==> config.mk <==
export PLATFORM = sky130hd
export DESIGN_NAME = stop_ptos
export DESIGN_NICKNAME = d
export VERILOG_FILES = /design/src/rtl/stop_ptos.sv
export SDC_FILE = /design/constraint.sdc
export NUM_CORES = 1
export LEC_CHECK = 0
export BUFFER_PORTS_ARGS = -buffer_cell sky130_fd_sc_hd__buf_2
export CORE_MARGIN = 8
export CORE_UTILIZATION = 49
export CTS_CLUSTER_SIZE = 10
export DETAILED_ROUTE_END_ITERATION = 6
export GPL_TIMING_DRIVEN = 0
export PLACE_DENSITY = 0.78
export RECOVER_POWER = 50
export SYNTH_ARGS = -nofsm -noshare
export SYNTH_HDL_FRONTEND = slang
export SYNTH_SLANG_ARGS = --single-unit
==> constraint.sdc <==
create_clock -name clk -period 1.9 [get_ports clk]
set_input_delay 0.38 -clock clk [delete_from_list [all_inputs] [get_ports clk]]
set_output_delay 0.38 -clock clk [all_outputs]
set_load 0.03 [all_outputs]
==> src/rtl/stop_ptos.sv <==
// Serial/parallel shifter pair: independent MSB-first receive assembler and transmit serialiser.
// Receive builds RX_WIDTH-bit words from serial_in; transmit streams TX_WIDTH-bit words on serial_out.
module stop_ptos #(
    parameter int unsigned RX_WIDTH = 10,
    parameter int unsigned TX_WIDTH = 8
) (
    input  logic                clk,
    input  logic                rst,
    input  logic                serial_in,
    input  logic                rx_enable,
    output logic [RX_WIDTH-1:0] rx_data,
    output logic                rx_done,
    input  logic                tx_valid,
    input  logic [TX_WIDTH-1:0] tx_data,
    output logic                serial_out,
    output logic                tx_busy
);

    localparam int unsigned RX_CW = (RX_WIDTH > 1) ? $clog2(RX_WIDTH) : 1;
    localparam int unsigned TX_CW = (TX_WIDTH > 1) ? $clog2(TX_WIDTH) : 1;

    typedef enum logic {
        TX_IDLE  = 1'b0,
        TX_SHIFT = 1'b1
    } tx_state_t;

    // ---------------------------------------------------------------- receive
    logic [RX_WIDTH-2:0] r_rx_shift;
    logic [RX_CW-1:0]    r_rx_cnt;
    logic [RX_WIDTH-1:0] r_rx_data;
    logic                r_rx_done;
    logic [RX_WIDTH-1:0] w_rx_word;
    logic                w_rx_last;

    assign w_rx_word = {r_rx_shift, serial_in};
    assign w_rx_last = (r_rx_cnt == RX_CW'(RX_WIDTH - 1));

    // Partial bits live only in r_rx_shift; rx_data is updated solely on word completion
    always_ff @(posedge clk or negedge rst) begin
        if (!rst) begin
            r_rx_shift <= '0;
            r_rx_cnt   <= '0;
            r_rx_data  <= '0;
            r_rx_done  <= 1'b0;
        end else if (!rx_enable) begin
            r_rx_shift <= '0;
            r_rx_cnt   <= '0;
            r_rx_done  <= 1'b0;
        end else if (w_rx_last) begin
            r_rx_data  <= w_rx_word;
            r_rx_shift <= '0;
            r_rx_cnt   <= '0;
            r_rx_done  <= 1'b1;
        end else begin
            r_rx_shift <= w_rx_word[RX_WIDTH-2:0];
            r_rx_cnt   <= r_rx_cnt + RX_CW'(1);
            r_rx_done  <= 1'b0;
        end
    end

    assign rx_data = r_rx_data;
    assign rx_done = r_rx_done;

    // --------------------------------------------------------------- transmit
    tx_state_t           r_tx_state;
    tx_state_t           w_tx_state_nxt;
    logic [TX_WIDTH-2:0] r_tx_shift;
    logic [TX_CW-1:0]    r_tx_cnt;
    logic                r_serial_out;
    logic                r_tx_busy;
    logic [TX_WIDTH-2:0] w_tx_shift_nxt;
    logic [TX_CW-1:0]    w_tx_cnt_nxt;
    logic                w_serial_out_nxt;
    logic                w_tx_busy_nxt;
    logic [TX_WIDTH-1:0] w_tx_shl;
    logic                w_tx_last;
    logic                w_tx_load;

    // r_tx_cnt holds the number of bits still to drive after the current one
    assign w_tx_shl  = {r_tx_shift, 1'b0};
    assign w_tx_last = (r_tx_cnt == '0);
    assign w_tx_load = tx_valid && ((r_tx_state == TX_IDLE) || w_tx_last);

    always_ff @(posedge clk or negedge rst) begin
        if (!rst) begin
            r_tx_state   <= TX_IDLE;
            r_tx_shift   <= '0;
            r_tx_cnt     <= '0;
            r_serial_out <= 1'b0;
            r_tx_busy    <= 1'b0;
        end else begin
            r_tx_state   <= w_tx_state_nxt;
            r_tx_shift   <= w_tx_shift_nxt;
            r_tx_cnt     <= w_tx_cnt_nxt;
            r_serial_out <= w_serial_out_nxt;
            r_tx_busy    <= w_tx_busy_nxt;
        end
    end

    always_comb begin
        w_tx_state_nxt = r_tx_state;
        case (r_tx_state)
            TX_IDLE:  if (tx_valid) w_tx_state_nxt = TX_SHIFT;
            TX_SHIFT: if (w_tx_last && !tx_valid) w_tx_state_nxt = TX_IDLE;
            default:  w_tx_state_nxt = TX_IDLE;
        endcase
    end

    // A new word is accepted only when idle or right after the final bit has been on the line
    always_comb begin
        w_tx_shift_nxt   = r_tx_shift;
        w_tx_cnt_nxt     = r_tx_cnt;
        w_serial_out_nxt = 1'b0;
        w_tx_busy_nxt    = (w_tx_state_nxt == TX_SHIFT);
        if (w_tx_load) begin
            w_serial_out_nxt = tx_data[TX_WIDTH-1];
            w_tx_shift_nxt   = tx_data[TX_WIDTH-2:0];
            w_tx_cnt_nxt     = TX_CW'(TX_WIDTH - 1);
        end else if ((r_tx_state == TX_SHIFT) && !w_tx_last) begin
            w_serial_out_nxt = w_tx_shl[TX_WIDTH-1];
            w_tx_shift_nxt   = w_tx_shl[TX_WIDTH-2:0];
            w_tx_cnt_nxt     = r_tx_cnt - TX_CW'(1);
        end
    end

    assign serial_out = r_serial_out;
    assign tx_busy    = r_tx_busy;

endmodule

# [Yosys cells after proc, flatten, opt, wreduce, memory -nomap -nowiden]
# Cells that the tools add are included.
[op_classes] n_reduce_logical=9 eq_ne=1 n_addsub=2 muxes=15 n_bitwise=1
[op_table] cell="$mux W9" count=2
[op_table] cell="$mux W7" count=2
[op_table] cell="$mux W4" count=2
[op_table] cell="$mux W1" count=6
[op_table] cell="$mux W3" count=2
[op_table] cell="$add A4 B1 Y4 const B" count=1
[op_table] cell="$eq A4 B4 Y1 const B" count=1
[op_table] cell="$logic_and A1 B1 Y1" count=3
[op_table] cell="$logic_not A3 Y1" count=1
[op_table] cell="$sub A3 B1 Y3 const B" count=1
[op_table] cell="$logic_not A1 Y1" count=2
[op_table] cell="$pmux W1 S2" count=1
[op_table] cell="$reduce_and A2 Y1" count=1
[op_table] cell="$reduce_bool A2 Y1" count=1
[op_table] cell="$logic_or A1 B1 Y1" count=1
[op_table] cell="$not A1 Y1" count=1
[totals] word_cells=36 regBits=36 in_bits=13

# [Logic depth before layout (Yosys ltp)]
[logic_depth] ltp_word=5 ltp_mapped=6

# [Worst setup path before layout]
# No wires, ideal clock.
[synth_path] path_type="reg-to-reg" startpoint="register r_tx_cnt[0]" endpoint="register r_tx_shift[2]" t_arrival_ps=1320 n_path_buf=1 stages_incl_launch_ff=7 required_time_ps=1775 setup_slack_ps=456 setup_time_ps=125 path_cell_list="dfrtp_1 > inv_1 > ha_1 > inv_1 > o21ai_1 > buf_4 > mux2_2"
[synth_between] elab_chain_len=4 word_cells_on_any_way=7
[synth_lines] item="from (decl)" line="68" rtl="logic [TX_CW-1:0] r_tx_cnt;"
[synth_lines] item="from (signal assigned)" line="94" rtl="r_tx_cnt <= w_tx_cnt_nxt;"
[synth_lines] item="$logic_not A3 Y1 (*)" line="81" rtl="assign w_tx_last = (r_tx_cnt == '0);"
[synth_lines] item="$logic_or A1 B1 Y1 / $logic_not A1 Y1 (equally long branches)" line="82, 119"
[synth_lines] item="$logic_and A1 B1 Y1, on equally long branches" line="82, 119"
[synth_lines] item="$mux W7 / $reduce_bool A2 Y1 (equally long branches)"
[synth_lines] item="to (signal assigned)" line="93" rtl="r_tx_shift <= w_tx_shift_nxt;"
[synth_lines] item="to (decl)" line="67" rtl="logic [TX_WIDTH-2:0] r_tx_shift;"
# Every way passes the cells marked *; elsewhere a longest branch is shown, timed or not.
# A chain may end at the register's enable or synchronous reset.

# [Final worst setup path]
[layout_path] startpoint="register r_tx_cnt[0]" endpoint="register r_tx_shift[6]"
# Same word-level chain as after synthesis.

==> reports/results.tsv <==
stage	metric	value	unit
status	status	finished, final reports clean	
final_layout	design_area	1719	µm²
timing	finalHoldViolations	0	
logic_synthesis	muxShareOfSynthArea	19.63	%
routing	drt_wl_total	2.524	mm
timing	fmax	629.4	MHz
clocking	cts_tree	done	
clocking	ctsRootBufferMaster	clkbuf_4	
placed_design	gp_congestion	0.7018	
placed_design	hpwl	1.836	mm
grt	antenna_found_initial	0	
run	drv_cap	0	
clocking	cts_inserted_buffers	5	
die	fp.dieH	71.17	µm
die	initial_core_util	50.08	%
logic_synthesis	synthTopCellsByArea	dfrtp_1 (60%), mux2_2 (14%), mux2_4 (4.0%), and3_1 (3.8%), ha_1 (3.4%)	
clocking	cts.sinks	36	
clocking	htreeDepth	2	
power_and_ir_drop	vdd_drop_max	0.5408	mV
setup_path	r2r_cells	6	
placed_design	portBuffers	25	
final_layout	final_nets	155	
final_layout	insertedDiodeCount	0	
setup_path	endpoint_kind	register	
logic_synthesis	synthFlopType	dfrtp_1	
timing	fin_setup_tns	0	ns
routing	routed_via_density	4.983	
logic_synthesis	synth_nets	123	
clocking	clk_pin_slew	0.11	ns
power_and_ir_drop	power.density	1082	nW/µm²
logic_synthesis	syn-cell-area	1491	µm²
logic_synthesis	synth_simple_gate_area_share	9.648	%
logic_synthesis	yosysMostFrequentCell	dfrtp_1	
setup_path	cp_max_fo	10	
timing	setup_viol	0	
grt	gr-usage-all-layers	11.35	%
final_layout	final_core_util	57.73	%
die	rows	20	
setup_path	arrival	1.81	ns
logic_synthesis	synth_edf_count	0	
routing	firstDrtPassIters	3	
die	io_pins	26	
grt	grt_pass1_vias	1005	
placed_design	dp.cells	164	
setup_path	start_kind	register	
logic_synthesis	synth_compound_area_share	2.013	%
setup_path	required	2.12	ns
timing	drv_slew	0	
setup_path	r2r-end	r_tx_shift[6]	
setup_path	rr_startpoint	r_tx_cnt[0]	
routing	via_count	857	
placed_design	placed_cell_area	1658	µm²
logic_synthesis	yosysTopAreaCell	dfrtp_1	
routing	wl_per_cell	14.67	µm
timing	slew-limit-headroom	43.07	%
setup_path	worstSetupPathType	register to register	
routing	drc	0	
clocking	cts_hold_buf	0	
clocking	cts_setup_buffers	0	
timing	worst_pin_slew	0.8540	ns
logic_synthesis	ys_async_sr_fraction	100.0	%
final_layout	finalNonFillerCells	172	
logic_synthesis	yosys_warnings	0	
timing	clock_skew	0.01077	ns
clocking	clkLatencyLatePin	0.33	ns
logic_synthesis	postSynthCellCount	106	
logic_synthesis	synth-seq-cells	36	
grt	grt_max_degree	37	
routing	drt_iter0_drc	44	
logic_synthesis	yosys.area.top_type_share	60.40	%
setup_path	startpoint	r_tx_cnt[0]	
logic_synthesis	yosys-top-cells-count	dfrtp_1 (36), mux2_2 (18), and3_1 (9)	
logic_synthesis	synth_adder_area_share	3.356	%
final_layout	drive_above_1_share	39.57	%
worst_hold_path	hold_path_class	input port to asynchronous set/reset pin	
die	die_area	5065	µm²
die	die_w	71.17	µm
logic_synthesis	synth_top_family_by_area	multiplexers	
final_layout	area_delta_synth_final	15.27	%
setup_path	r2r_setup_slack	0.31	ns
clocking	cts_resized	0	
logic_synthesis	synth_cell_types	25	
logic_synthesis	synthXorXnorAreaFrac	1.174	%
die	core_area	2978	µm²
timing	rsz0062_at_grt	false	
timing	period_needed	1.589	ns
clocking	cts_buffer_depth	2	
grt	grt_first_pass_wirelength	4.581	mm
routing	ant_nets	0	
logic_synthesis	ys_seq_area_share	60.40	%
timing	post-route-period-util	83.63	%
logic_synthesis	syn_avg_cell_area	14.07	µm²
grt	overflow	0	
power_and_ir_drop	p_leak	0.9407	nW
## worst max path at each step
stage,to
2_1_floorplan,r_tx_shift[2]
3_3_place_gp,r_tx_shift[2]
3_5_place_dp,r_tx_shift[6]
4_1_cts,r_tx_shift[6]
5_1_grt,r_tx_shift[6]
6_report,r_tx_shift[6]
## registers in the layout (all words and copies together), names as in the netlist
| signal | count |
|---|---|
| rx_done | 1 |
| r_rx_cnt | 4 |
| serial_out | 1 |
| r_tx_cnt | 3 |
| rx_data | 10 |
| tx_busy | 1 |
| r_tx_shift | 7 |
| r_rx_shift | 9 |
## cell type report
class,instances,area (µm²)
Clock inverter,3,42.54
Timing Repair Buffer,25,121.4
Buffer,4,33.78
Tap cell,33,41.29
Sequential cell,36,900.9
Clock buffer,5,37.54
Fill cell,249,1259
Inverter,6,22.52
Multi-Input combinational cell,60,519.2
## per-stage QoR
step	hold slack, ns	total power [W]	setup WS [ns]
2_1_floorplan	0.08441	0.001260	0.4557
3_3_place_gp	0.4628	0.001341	0.3396
3_5_place_dp	0.4696	0.001368	0.3263
4_1_cts	0.1336	0.001892	0.3091
5_1_grt	0.2029	0.001990	0.1589
6_report	0.1428	0.001860	0.3111
## power breakdown
part           leakage, nW  switching (W)  total, W  internal [W]
clock network       0.0412       0.000245  0.000520      0.000274
logic                0.419       0.000198  0.000410      0.000211
registers            0.481      0.0000595  0.000930      0.000871
## metal layers
layer  track usage [%]  part of all wire (%)  up-vias
met4             3.233                     0        0
met5                 0                     0        -
met3             5.367                   7.0        0
li1                  -                     -      422
met2             18.16                    48       22
met1             13.16                    45      413
## worst max-delay path, cell delays in order (launching register included)
cell and delay, ns:
dfrtp_1 0.40, inv_1 0.09, ha_1 0.17, inv_1 0.06, o21ai_1 0.18, buf_4 0.23, mux2_2 0.35
## cells in the final DEF, fill, tap and decap left out, drive strengths merged, types with 2 or more instances in the layout
master	instances
inv	6
and3	9
buf	24
o21ai	2
mux2	22
mux2i	3
ha	4
clkbuf	10
dfrtp	36
nor2	6
nand2	3
## logic make-up (layout without fill, tap and decap cells)
group                    count (synthesis)  in the layout
multiplexers                            25             25
buffers and inverters                   10             43
AO/OA/AOI/OAI                            5              5
XOR/XNOR                                 2              2
flip-flops                              36             36
adder cells (fa/ha/maj)                  4              4
AND/OR/NAND/NOR                         24             24
Note: power is estimated with default switching activity, not from simulation.
